--- src/rtl/wb_mem_arbiter_pkg.sv ---
// wb_arb_pkg: shared state encoding, arbitration modes and width helper
package wb_arb_pkg;
  typedef enum logic [1:0] {ST_IDLE = 2'd0, ST_GRANT = 2'd1, ST_ERR = 2'd2} state_e;
  localparam int ARB_FIXED = 0;
  localparam int ARB_RR = 1;
  function automatic int idx_w(input int n);
    return (n <= 2) ? 1 : $clog2(n);
  endfunction
endpackage

--- src/rtl/wb_mem_arbiter_if.sv ---
// wb_mem_arbiter_if: N-master / single-slave Wishbone bundle around the arbiter
interface wb_mem_arbiter_if #(
  parameter int NUM_MASTERS = 2,
  parameter int DATA_WIDTH = 32,
  parameter int ADDR_WIDTH = 10
);
  logic [NUM_MASTERS-1:0] m_cyc_i, m_stb_i, m_we_i, m_ack_o, m_err_o, m_stall_o;
  logic [NUM_MASTERS*ADDR_WIDTH-1:0] m_adr_i;
  logic [NUM_MASTERS*DATA_WIDTH-1:0] m_dat_i;
  logic [DATA_WIDTH-1:0] m_dat_o, s_dat_o, s_dat_i;
  logic [ADDR_WIDTH-1:0] s_adr_o;
  logic s_cyc_o, s_stb_o, s_we_o, s_ack_i;
  modport arb (
    input m_cyc_i, m_stb_i, m_we_i, m_adr_i, m_dat_i, s_dat_i, s_ack_i,
    output m_dat_o, m_ack_o, m_err_o, m_stall_o, s_cyc_o, s_stb_o, s_we_o, s_adr_o, s_dat_o
  );
  modport master (
    output m_cyc_i, m_stb_i, m_we_i, m_adr_i, m_dat_i,
    input m_dat_o, m_ack_o, m_err_o, m_stall_o
  );
  modport slave (
    input s_cyc_o, s_stb_o, s_we_o, s_adr_o, s_dat_o,
    output s_dat_i, s_ack_i
  );
endinterface

--- src/rtl/wb_mem_arbiter_picker.sv ---
// wb_arb_picker: combinational fixed-priority / round-robin winner selection
module wb_arb_picker
  import wb_arb_pkg::*;
#(
  parameter int N = 2,
  parameter int W = idx_w(N)
) (
  input  logic [N-1:0] req_i,
  input  logic [W-1:0] ptr_i,
  input  logic         mode_i,
  output logic [N-1:0] win_o,
  output logic [W-1:0] idx_o
);
  // scan from the far end so the first requester at/after the start point is written last
  always_comb begin
    int j;
    j = 0;
    win_o = '0;
    idx_o = '0;
    for (int k = N - 1; k >= 0; k--) begin
      j = ((mode_i ? int'(ptr_i) : 0) + k) % N;
      if (req_i[j]) begin
        win_o = '0;
        win_o[j] = 1'b1;
        idx_o = W'(j);
      end
    end
  end
endmodule

--- src/rtl/wb_mem_arbiter.sv ---
// wb_mem_arbiter: N-master to one-slave Wishbone arbiter with bus lock and timeout
module wb_mem_arbiter
  import wb_arb_pkg::*;
#(
  parameter int NUM_MASTERS = 2,
  parameter int DATA_WIDTH = 32,
  parameter int ADDR_WIDTH = 10,
  parameter int ARB_MODE = 0,
  parameter int TIMEOUT_CYCLES = 255
) (
  input  logic                   clk,
  input  logic                   rst,
  wb_mem_arbiter_if.arb          bus,
  output logic [NUM_MASTERS-1:0] grant_o,
  output logic                   busy_o
);
  localparam int IW = idx_w(NUM_MASTERS);
  localparam int CW = idx_w(TIMEOUT_CYCLES + 1);
  state_e state_q, state_d;
  logic [NUM_MASTERS-1:0] grant_q, grant_d, win;
  logic [IW-1:0] gidx_q, gidx_d, rr_q, rr_d, widx;
  logic [CW-1:0] cnt_q, cnt_d;
  logic gnt, stb_wait, tmo_hit;
  wb_arb_picker #(.N(NUM_MASTERS), .W(IW)) u_picker (
    .req_i(bus.m_cyc_i),
    .ptr_i(rr_q),
    .mode_i(ARB_MODE == ARB_RR),
    .win_o(win),
    .idx_o(widx)
  );
  assign gnt = state_q == ST_GRANT;
  assign stb_wait = bus.s_stb_o & ~bus.s_ack_i;
  assign tmo_hit = (TIMEOUT_CYCLES != 0) && (int'(cnt_q) == TIMEOUT_CYCLES - 1);
  assign bus.s_cyc_o = gnt & bus.m_cyc_i[gidx_q];
  assign bus.s_stb_o = gnt & bus.m_stb_i[gidx_q];
  assign bus.s_we_o = gnt & bus.m_we_i[gidx_q];
  assign bus.s_adr_o = gnt ? bus.m_adr_i[int'(gidx_q)*ADDR_WIDTH +: ADDR_WIDTH] : '0;
  assign bus.s_dat_o = gnt ? bus.m_dat_i[int'(gidx_q)*DATA_WIDTH +: DATA_WIDTH] : '0;
  assign bus.m_dat_o = bus.s_dat_i;
  assign bus.m_ack_o = (gnt && bus.s_ack_i) ? grant_q : '0;
  assign bus.m_err_o = (state_q == ST_ERR) ? grant_q : '0;
  assign bus.m_stall_o = bus.m_cyc_i & ~grant_q;
  assign grant_o = grant_q;
  assign busy_o = gnt;
  // arbitrate in IDLE, hold the grant while cyc stays up, count unacked strobes
  always_comb begin
    state_d = state_q;
    grant_d = grant_q;
    gidx_d = gidx_q;
    rr_d = rr_q;
    cnt_d = '0;
    if (state_q == ST_IDLE) begin
      if (|bus.m_cyc_i) begin
        state_d = ST_GRANT;
        grant_d = win;
        gidx_d = widx;
        rr_d = (widx == IW'(NUM_MASTERS - 1)) ? '0 : widx + 1'b1;
      end
    end else if (state_q == ST_GRANT) begin
      if (!bus.m_cyc_i[gidx_q]) begin
        state_d = ST_IDLE;
        grant_d = '0;
      end else if (stb_wait && tmo_hit) begin
        state_d = ST_ERR;
      end else if (stb_wait) begin
        cnt_d = cnt_q + 1'b1;
      end
    end else begin
      state_d = ST_IDLE;
      grant_d = '0;
    end
  end
  // state and grant registers; reset drops the slave cycle without waiting for a clock
  always_ff @(posedge clk or negedge rst) begin
    if (!rst) begin
      state_q <= ST_IDLE;
      grant_q <= '0;
      gidx_q <= '0;
      rr_q <= '0;
      cnt_q <= '0;
    end else begin
      state_q <= state_d;
      grant_q <= grant_d;
      gidx_q <= gidx_d;
      rr_q <= rr_d;
      cnt_q <= cnt_d;
    end
  end
endmodule

--- src/flat_wrapper.sv ---
// flat-port wrapper written by rule: the top's interface ports become plain ports
module wb_mem_arbiter_flat import wb_arb_pkg::*;
#(
  parameter int NUM_MASTERS = 2,
  parameter int DATA_WIDTH = 32,
  parameter int ADDR_WIDTH = 10,
  parameter int ARB_MODE = 0,
  parameter int TIMEOUT_CYCLES = 255
)
  (clk, rst, grant_o, busy_o, bus_m_cyc_i, bus_m_stb_i, bus_m_we_i, bus_m_adr_i, bus_m_dat_i, bus_s_dat_i, bus_s_ack_i, bus_m_dat_o, bus_m_ack_o, bus_m_err_o, bus_m_stall_o, bus_s_cyc_o, bus_s_stb_o, bus_s_we_o, bus_s_adr_o, bus_s_dat_o);
  wb_mem_arbiter_if #(.NUM_MASTERS(NUM_MASTERS), .DATA_WIDTH(DATA_WIDTH), .ADDR_WIDTH(ADDR_WIDTH)) bus_i ();
  input  logic clk;
  input  logic rst;
  output logic [NUM_MASTERS-1:0] grant_o;
  output logic busy_o;
  input wire logic [$bits(bus_i.m_cyc_i)-1:0] bus_m_cyc_i;
  input wire logic [$bits(bus_i.m_stb_i)-1:0] bus_m_stb_i;
  input wire logic [$bits(bus_i.m_we_i)-1:0] bus_m_we_i;
  input wire logic [$bits(bus_i.m_adr_i)-1:0] bus_m_adr_i;
  input wire logic [$bits(bus_i.m_dat_i)-1:0] bus_m_dat_i;
  input wire logic [$bits(bus_i.s_dat_i)-1:0] bus_s_dat_i;
  input wire logic [$bits(bus_i.s_ack_i)-1:0] bus_s_ack_i;
  output wire logic [$bits(bus_i.m_dat_o)-1:0] bus_m_dat_o;
  output wire logic [$bits(bus_i.m_ack_o)-1:0] bus_m_ack_o;
  output wire logic [$bits(bus_i.m_err_o)-1:0] bus_m_err_o;
  output wire logic [$bits(bus_i.m_stall_o)-1:0] bus_m_stall_o;
  output wire logic [$bits(bus_i.s_cyc_o)-1:0] bus_s_cyc_o;
  output wire logic [$bits(bus_i.s_stb_o)-1:0] bus_s_stb_o;
  output wire logic [$bits(bus_i.s_we_o)-1:0] bus_s_we_o;
  output wire logic [$bits(bus_i.s_adr_o)-1:0] bus_s_adr_o;
  output wire logic [$bits(bus_i.s_dat_o)-1:0] bus_s_dat_o;
  assign bus_i.m_cyc_i = bus_m_cyc_i;
  assign bus_i.m_stb_i = bus_m_stb_i;
  assign bus_i.m_we_i = bus_m_we_i;
  assign bus_i.m_adr_i = bus_m_adr_i;
  assign bus_i.m_dat_i = bus_m_dat_i;
  assign bus_i.s_dat_i = bus_s_dat_i;
  assign bus_i.s_ack_i = bus_s_ack_i;
  assign bus_m_dat_o = bus_i.m_dat_o;
  assign bus_m_ack_o = bus_i.m_ack_o;
  assign bus_m_err_o = bus_i.m_err_o;
  assign bus_m_stall_o = bus_i.m_stall_o;
  assign bus_s_cyc_o = bus_i.s_cyc_o;
  assign bus_s_stb_o = bus_i.s_stb_o;
  assign bus_s_we_o = bus_i.s_we_o;
  assign bus_s_adr_o = bus_i.s_adr_o;
  assign bus_s_dat_o = bus_i.s_dat_o;
  wb_mem_arbiter #(.NUM_MASTERS(NUM_MASTERS), .DATA_WIDTH(DATA_WIDTH), .ADDR_WIDTH(ADDR_WIDTH), .ARB_MODE(ARB_MODE), .TIMEOUT_CYCLES(TIMEOUT_CYCLES)) u_core (.clk(clk), .rst(rst), .bus(bus_i), .grant_o(grant_o), .busy_o(busy_o));
endmodule
--- config.mk ---
export PLATFORM = sky130hd
export DESIGN_NAME = wb_mem_arbiter_flat
export DESIGN_NICKNAME = d
export VERILOG_FILES = /design/src/rtl/wb_mem_arbiter_pkg.sv /design/src/rtl/wb_mem_arbiter_if.sv /design/src/rtl/wb_mem_arbiter_picker.sv /design/src/rtl/wb_mem_arbiter.sv /design/src/flat_wrapper.sv
export SDC_FILE = /design/constraint.sdc
export NUM_CORES = 1
export LEC_CHECK = 0
export BUFFER_PORTS_ARGS = -buffer_cell sky130_fd_sc_hd__buf_2
export CORE_AREA = 2 2 82 84
export CTS_CLUSTER_DIAMETER = 50
export DETAILED_ROUTE_END_ITERATION = 10
export DIE_AREA = 0 0 84 86
export PLACE_DENSITY = 0.67
export REMOVE_ABC_BUFFERS = 1
export SLEW_MARGIN = 10
export SYNTH_ARGS = -nofsm -noshare
export SYNTH_HDL_FRONTEND = slang
export SYNTH_SLANG_ARGS = --single-unit
--- constraint.sdc ---
create_clock -name clk -period 1.7 [get_ports clk]
set_input_delay 0.17 -clock clk [delete_from_list [all_inputs] [get_ports clk]]
set_output_delay 0.17 -clock clk [all_outputs]
set_load 0.02 [all_outputs]
==> impl_metrics.toml, run 1 <==
[outcome]
status = "complete, no violations"

[die]
num_rows = 29
fp.dieH_um = 86
die-area_um2 = 7220
initial_core_util = 0.256
core_um2 = 6280
io_pins = 211
die_w_um = 84

[clock_tree]
root_buffer = "clkbuf_8"
postCtsSetupBuffers = 0
clkLatencyLatePin_ps = 240
clkTransAtPathRegs_ps = 60
tritoncts = "yes"
cts_buffer_depth = 2
htreeDepth = 1
cts_made_buffers = 3
cts.sinks = 13

[yosys]
ys.warnings.count = 0
syn_area_um2 = 1610
yosys.area.top_type_share = 0.281
ys_types = 32
synth_edf_count = 0
synthCells = 203
synth_top_area_cell = "mux2i_1"
ys_ff_latch = 13
synthArstFlopShare = 1.00
synthTopCellsByArea = "mux2i_1, dfrtp_1, buf_4, nor2_1, a21oi_1"
synth_flop_cell = "dfrtp_1"
seq_area_frac_synth = 0.203
avgSynthCellArea_um2 = 7.91

[sta]
slew_viol_final = 0
fin_skew_ps = 4.67
setup_viol = 0
slew_headroom = 0.730
period_share = 0.968
fmax_ghz = 0.608
rsz0062_at_grt = "no"
hold_viol_final = 0
setup_tns_ps = 0
layout_min_cycle_time_ps = 1650
tightest_slew_ps = 404

[critical_path]
max_stage_delay_ps = 460
r2r_start = "u_core.gidx_q"
worstPathRequired_ps = 1530
critical_path_arrival_ps = 1480
path_cells = "buf_12, mux2i_1, nor2_1, buf_2"
crit_family = "flip-flops"
r2r_slack_ps = 80
endpoint_kind = "output pin"
cp-start-kind = "register"
critPathSlowestCell = "dfrtp_2"
crit_fanout = 22
crit_type = "register to output pin"
rr_endpoint = "u_core.cnt_q[3]"
worstPathBufferInverterCount = 2
r2r_cells = 4

[routing]
dr.pass1.iters = 4
routed_wl_um = 8880
dr.first_iter.drc_count = 48
vias = 1914
ant_nets = 0
post_drt_via_cell_ratio = 4.82
drc = 0
wire_per_inst_um = 22.4

[global_routing]
grt_first_pass_wirelength_um = 11900
antenna_found_initial = 0
first_global_vias = 1875
grt_max_degree = 48
grt_use_total = 0.233
grt.overflow.total = 0

[cells_and_area]
area_growth_pct = 44.5
drive_gt1_frac = 0.513
final_area_um2 = 2320
nets = 448
final_util = 0.370
fillers = 689
n_antenna_cell = 0

[power]
cellPowerDensity_nw_per_um2 = 1520
power.leakage_nw = 1.32
ir_drop_uv = 563

[min_path]
holdPathStages = 2
worstHoldStart = "bus_m_cyc_i[0]"
hold_path.class = "input port to register"
min_to = "u_core.gidx_q"

[place]
postPlaceCellArea_um2 = 2220
gp_congestion = 0.970
hpwl_um = 7850
numPortBuffers = 146

[job]
maxCapViolations = 0
## through the flow
stage                     worst slack, ps  hold WS (ps)  std cells  power [mW]
final                                54.1           208        397        3.54
after global routing                 7.72           209        397        3.78
after CTS                            12.0           207        397        3.48
after detailed placement             21.1          83.3        392        3.15
after global placement               64.3          71.2        392        3.13
after floorplan                     -1340          -126        160        2.16
## repair_timing
action                                  CTS  global route
hold endpoints to repair                 13             0
hold buffers                              1             0
endpoints found under the setup margin   20            10
resized for setup                         5             8
## registers in the layout, indices dropped and copies added, names as in the netlist
| signal | flops |
|---|---|
| u_core.grant_o | 2 |
| u_core.gidx_q | 1 |
| u_core.cnt_q | 8 |
| u_core.state_q | 2 |
## per-layer routing
metal  track usage  wire [µm]  part of all wire
met1         0.233       3130              0.35
met2         0.337       3580              0.40
met3         0.189       1610              0.18
met4         0.123        479             0.054
met5        0.0769         72            0.0081
## cells in the final DEF, fill, tap and decap left out
cell type,n
buf_12,3
or3b_1,1
clkbuf_1,1
nand3_1,3
mux2i_2,2
or4_4,1
nand4_1,3
buf_2,146
nor3b_1,1
o31ai_1,1
ha_1,2
inv_1,3
a2111oi_4,1
buf_4,6
nor4_1,1
o21ai_0,3
clkbuf_8,3
and3b_1,2
nand2b_2,1
o21bai_1,2
a211oi_1,1
dlygate4sd3_1,1
o21ai_1,1
nor3_1,6
a21oi_1,6
nor2_1,49
nand3b_1,1
a31oi_1,1
xnor2_1,2
or3_1,1
dfrtp_2,1
xor2_1,1
nor2b_1,4
mux2i_1,43
and3_1,4
dfrtp_1,12
## cells by family (layout without fill, tap and decap cells)
family	count (synthesis)	count (layout)	synth area share
buffers and inverters	46	163	0.186
adders and majority gates	2	2	0.0156
and+or+nand+nor	78	78	0.228
DFF	13	13	0.203
muxes	45	45	0.281
xor gates and xnor gates	3	3	0.0164
AOI/OAI and AO/OA	16	16	0.0709
## area by class of cell
cell class,instances,area (µm²),share of cell area
timing repair buffer,156,846,0.365
clock buffer,4,45.0,0.0194
sequential,13,327,0.141
inverter,3,11.3,0.00485
tap,77,96.3,0.0415
multi-input combinational,144,995,0.429
## cells in the mapped netlist, types with 2 or more instances
library cell / instances
ha_1: 2
nor2_1: 49
nand4_1: 3
buf_4: 32
xnor2_1: 2
a21oi_1: 6
mux2i_1: 45
nor2b_1: 4
and3b_1: 2
o21ai_0: 3
and3_1: 4
nand3_1: 3
dfrtp_1: 13
buf_2: 5
clkbuf_1: 5
inv_1: 3
o21bai_1: 2
nor3_1: 6
## report_power, final
group	switching [mW]	total [mW]	internal, mW
Clock	0.107	0.273	0.165
Sequential	0.0706	0.432	0.361
Combinational	1.76	2.83	1.07
## worst max-delay path by stage
stage,from,end,slack [ps],depth (start not counted)
6_report,u_core.gidx_q,bus_s_dat_o[31],50,4
5_1_grt,u_core.gidx_q,u_core.cnt_q[3],8,4
4_1_cts,u_core.gidx_q,bus_s_dat_o[30],10,4
3_5_place_dp,u_core.gidx_q,u_core.cnt_q[2],20,4
3_3_place_gp,u_core.state_q[1],u_core.cnt_q[2],60,4
2_1_floorplan,u_core.gidx_q,u_core.state_q[1],-1340,3
Power figures use the tool's default switching activity.
==> inputs of run 2 (changes only) <==
--- a/config.mk
+++ b/config.mk
@@ -5,12 +5,12 @@
 export SDC_FILE = /design/constraint.sdc
 export NUM_CORES = 1
 export LEC_CHECK = 0
-export BUFFER_PORTS_ARGS = -buffer_cell sky130_fd_sc_hd__buf_2
-export CORE_AREA = 2 2 82 84
+export CORE_AREA = 5 5 78 80
 export CTS_CLUSTER_DIAMETER = 50
 export DETAILED_ROUTE_END_ITERATION = 10
-export DIE_AREA = 0 0 84 86
-export PLACE_DENSITY = 0.67
+export DIE_AREA = 0 0 83 85
+export DONT_BUFFER_PORTS = 1
+export PLACE_DENSITY = 0.41
 export REMOVE_ABC_BUFFERS = 1
 export SLEW_MARGIN = 10
 export SYNTH_ARGS = -nofsm -noshare
==> constraint.sdc (replaced) <==
create_clock -name clk -period 1.8 [get_ports clk]
set_input_delay 0.18 -clock clk [delete_from_list [all_inputs] [get_ports clk]]
set_output_delay 0.18 -clock clk [all_outputs]
set_load 0.02 [all_outputs]
==> impl_metrics.toml, run 2 (synthesized netlist as in run 1, its figures left out) <==
[clock_tree]
tritoncts = "yes"
cts_made_buffers = 3
cts_buffer_depth = 2
clkLatencyLatePin_ps = 240
cts.sinks = 13
clkTransAtPathRegs_ps = 60
htreeDepth = 1
postCtsSetupBuffers = 0
root_buffer = "clkbuf_8"

[outcome]
status = "complete, no violations"

[routing]
dr.pass1.iters = 4
post_drt_via_cell_ratio = 5.38
dr.first_iter.drc_count = 97
ant_nets = 0
vias = 1560
wire_per_inst_um = 33.6
routed_wl_um = 9730
drc = 0

[die]
core_um2 = 5340
die-area_um2 = 7060
fp.dieH_um = 85
die_w_um = 83
io_pins = 211
num_rows = 27
initial_core_util = 0.301

[cells_and_area]
nets = 346
drive_gt1_frac = 0.280
n_antenna_cell = 0
final_cell_mix = "buf_4, nor2_1, mux2i_1"
largest_reg_flops = 8
fillers = 606
area_growth_pct = 18.4
top_register = "u_core.cnt_q"
final_common_cell = "buf_4"

[min_path]
hold_path.class = "input port to register"
worstHoldStart = "bus_m_cyc_i[0]"

[sta]
hold_viol_final = 0
tightest_slew_ps = 649
setup_viol = 0
rsz0062_at_grt = "no"
fin_skew_ps = 4.23
layout_min_cycle_time_ps = 1720
slew_viol_final = 0
slew_headroom = 0.566
setup_tns_ps = 0
period_share = 0.957
fmax_ghz = 0.581

[power]
power.leakage_nw = 0.921
cellPowerDensity_nw_per_um2 = 1800
power.total_mw = 3.43
ir_drop_uv = 844

[global_routing]
first_global_vias = 1675
grt_max_degree = 48
grt_first_pass_wirelength_um = 13400
grt_use_total = 0.267
grt.overflow.total = 0
antenna_found_initial = 0

[critical_path]
crit_type = "register to output pin"
crit_fanout = 17
setup.worst_path.start = "u_core.gidx_q"
critical_path_arrival_ps = 1540
r2r_start = "u_core.gidx_q"
max_stage_delay_ps = 470
cp-start-kind = "register"
path_cells = "buf_6, mux2i_1, nor2_1, buf_4"
worstPathRequired_ps = 1620
critPathSlowestCell = "dfrtp_2"
endpoint_kind = "output pin"

[place]
numPortBuffers = 0
hpwl_um = 8710
gp_congestion = 0.973

[job]
maxCapViolations = 0
[run 2: changes by cell type in the layout (fill, tap and decap cells not counted)]
cell	previous run	this run
buf_2	146	0
buf_4	6	50
buf_12	3	2
buf_6	0	1
mux2i_1	43	44
mux2i_2	2	1
[run 2: worst paths after layout]
path,end,slack (ps),cells past startpoint
setup / recovery,bus_s_dat_o[27],80,4
hold / removal,u_core.gidx_q,10,1
setup reg to reg,u_core.cnt_q[3],100,4
hold reg to reg,u_core.cnt_q[0],520,1
max in group asynchronous,u_core.gidx_q,950,1
min in group asynchronous,u_core.state_q[0],400,1
[run 2: critical path: cells and delay by family, from the launching register on]
family | cells | cell delay, ps
DFF | 1 | 470
buffers and inverters | 2 | 430
and+or+nand+nor | 1 | 90
muxes | 1 | 310
[run 2: routing by layer]
layer / vias up / wire length, µm / track usage / part of all wire
met1: 692 / 2660 / 0.216 / 0.27
met2: 168 / 4690 / 0.462 / 0.48
met5: - / 0 / 0 / 0
met3: 2 / 2300 / 0.294 / 0.24
li1: 698 / - / - / -
met4: 0 / 78 / 0.0134 / 0.0080
[run 2: power by group]
part / internal, mW / switching (mW) / leakage (nW)
Sequential: 0.340 / 0.100 / 0.173
Combinational: 1.12 / 1.61 / 0.725
Clock: 0.156 / 0.105 / 0.0228
Total: 1.62 / 1.81 / 0.921
[run 2: metrics by stage]
step / cells / worst slack [ps] / util / hold slack (ps) / area, µm²
after CTS: 290 / 15.9 / 0.352 / 4.05 / 1880
final: 290 / 77.7 / 0.356 / 13.7 / 1900
after global placement: 285 / 151 / 0.341 / -115 / 1820
after detailed placement: 285 / 86.4 / 0.341 / -115 / 1820
after floorplan: 160 / -1240 / - / -116 / 1320
after global routing: 290 / 5.70 / 0.356 / 21.0 / 1900
[run 2: final cells by class]
class,instances,area (µm²),area share
multi-input combinational,144,991,0.521
timing repair buffer,54,437,0.230
sequential,13,327,0.172
tap,72,90.1,0.0474
clock buffer,4,45.0,0.0237
inverter,3,11.3,0.00592
[run 2: timing repair]
action / CTS / global route
hold buffers: 1 / 0
endpoints found under the hold margin: 13 / 0
endpoints found under the setup margin: 3 / 16
gates cloned: 0 / 0
gates resized for setup: 1 / 5
==> inputs of run 3 (changes only) <==
--- a/config.mk
+++ b/config.mk
@@ -5,12 +5,15 @@
 export SDC_FILE = /design/constraint.sdc
 export NUM_CORES = 1
 export LEC_CHECK = 0
-export CORE_AREA = 5 5 78 80
+export CELL_PAD_IN_SITES_DETAIL_PLACEMENT = 2
+export CELL_PAD_IN_SITES_GLOBAL_PLACEMENT = 2
+export CORE_ASPECT_RATIO = 0.8
+export CORE_MARGIN = 5
+export CORE_UTILIZATION = 28
 export CTS_CLUSTER_DIAMETER = 50
 export DETAILED_ROUTE_END_ITERATION = 10
-export DIE_AREA = 0 0 83 85
 export DONT_BUFFER_PORTS = 1
-export PLACE_DENSITY = 0.41
+export PLACE_DENSITY = 0.77
 export REMOVE_ABC_BUFFERS = 1
 export SLEW_MARGIN = 10
 export SYNTH_ARGS = -nofsm -noshare
==> impl_metrics.toml, run 3 (synthesized netlist as in run 1, its figures left out) <==
[routing]
dr.first_iter.drc_count = 27
post_drt_via_cell_ratio = 5.19
routed_wl_um = 8620
ant_nets = 0
drc = 0
dr.pass1.iters = 4
vias = 1536
wire_per_inst_um = 29.1

[cells_and_area]
n_antenna_cell = 0
stdcell_count = 296
final_common_cell = "buf_4"
drive_gt1_frac = 0.275
top_register = "u_core.cnt_q"
final_cell_mix = "buf_4, nor2_1, mux2i_1"
area_growth_pct = 17.8
largest_reg_flops = 8
final_area_um2 = 1890
nets = 346

[critical_path]
setup.worst_path.start = "u_core.state_q[1]"
crit_fanout = 47
critPathSlowestCell = "dfrtp_1"
max_stage_delay_ps = 400
worstPathBufferInverterCount = 2
worstPathRequired_ps = 1620
path_cells = "nand2b_2, buf_6, inv_1, and3_1"
cp-start-kind = "register"
critical_path_arrival_ps = 1540
r2r_start = "u_core.state_q[1]"
crit_family = "simple AND/OR/NAND/NOR gates"
endpoint_kind = "output pin"
crit_type = "register to output pin"

[global_routing]
grt_first_pass_wirelength_um = 12200
antenna_found_initial = 0
grt_use_total = 0.230
first_global_vias = 1817
grt.overflow.total = 0
grt_max_degree = 48

[die]
fp.dieH_um = 77.7
num_rows = 24
initial_core_util = 0.292
die_w_um = 94.7
die-area_um2 = 7360
io_pins = 211
core_um2 = 5500

[sta]
fmax_ghz = 0.583
slew_viol_final = 0
setup_viol = 0
tightest_slew_ps = 659
whs_ps = 12.6
rsz0062_at_grt = "no"
hold_viol_final = 0
slew_headroom = 0.559
setup_ws_ps = 83.7
layout_min_cycle_time_ps = 1720
fin_skew_ps = 0.555
period_share = 0.954

[power]
combPwrFrac = 0.789
clock_power_share = 0.081
internal-power_mw = 1.58
power.leakage_nw = 0.918
cellPowerDensity_nw_per_um2 = 1760
netSwitchingFraction = 0.527
power.total_mw = 3.33
ir_drop_uv = 571
switchingPower_mw = 1.76
p_seq_frac = 0.130

[clock_tree]
cts_made_buffers = 3
tritoncts = "yes"
htreeDepth = 1
clkLatencyLatePin_ps = 240
cts_buffer_depth = 2
root_buffer = "clkbuf_8"
cts.sinks = 13
clkTransAtPathRegs_ps = 60

[place]
hpwl_um = 7630
placed_cells = 291
gp_congestion = 0.798
postPlaceCellArea_um2 = 1830
dp_slack_ps = 31.7
numPortBuffers = 0

[min_path]
hold_path.class = "input port to register"
worstHoldStart = "bus_m_cyc_i[0]"

[outcome]
status = "complete, no violations"

[job]
maxCapViolations = 0
-- run 3: cell types whose count changed in the layout (fill, tap and decap cells not counted) --
| cell | before | now |
|---|---|---|
| buf_4 | 50 | 51 |
| buf_12 | 2 | 1 |
| mux2i_1 | 44 | 45 |
| mux2i_2 | 1 | 0 |
-- run 3: layout make-up --
| cell class | instances | area [µm²] |
|---|---|---|
| timing repair buffer | 54 | 424 |
| inverter | 3 | 11.3 |
| sequential | 13 | 327 |
| tap | 78 | 97.6 |
| multi-input combinational | 144 | 987 |
| fill | 633 | 3600 |
| clock buffer | 4 | 45.0 |
-- run 3: worst paths after layout --
| kind | end | slack [ps] | cells past startpoint |
|---|---|---|---|
| setup / recovery | bus_m_ack_o[1] | 80 | 4 |
| hold / removal | u_core.gidx_q | 10 | 1 |
| setup reg to reg | u_core.cnt_q[4] | 150 | 4 |
| hold reg to reg | u_core.cnt_q[0] | 550 | 1 |
| max in group asynchronous | u_core.gidx_q | 930 | 1 |
| min in group asynchronous | u_core.cnt_q[3] | 410 | 1 |
-- run 3: what timing repair did --
item / CTS / global route
hold endpoints to repair: 13 / 0
hold buffers: 1 / 0
setup endpoints to repair: 2 / 5
gates resized for setup: 1 / 1
setup buffers: 0 / 0
pin swaps: 0 / 0
-- run 3: stage by stage --
stage          utilization  TNS (ps)
2_1_floorplan            -    -37080
3_3_place_gp         0.333         0
3_5_place_dp         0.333         0
4_1_cts              0.344         0
5_1_grt              0.344         0
6_report             0.344         0
-- run 3: power by group through the flow --
stage               Clock [mW]  Sequential (mW)  Combinational, mW
finish                   0.270            0.435               2.63
detailed placement           0            0.441               2.65
global route             0.288            0.442               2.83
CTS                      0.274            0.435               2.67
floorplan                    0            0.599               1.44
global placement             0            0.438               2.60
-- run 3: metal layers --
| layer | track usage | routed length [µm] | up-vias |
|---|---|---|---|
| met2 | 0.424 | 4430 | 119 |
| met4 | 0.0346 | 112 | 2 |
| met5 | 0.0764 | 83 | - |
| met3 | 0.175 | 1520 | 6 |
| li1 | - | - | 693 |
| met1 | 0.194 | 2470 | 716 |
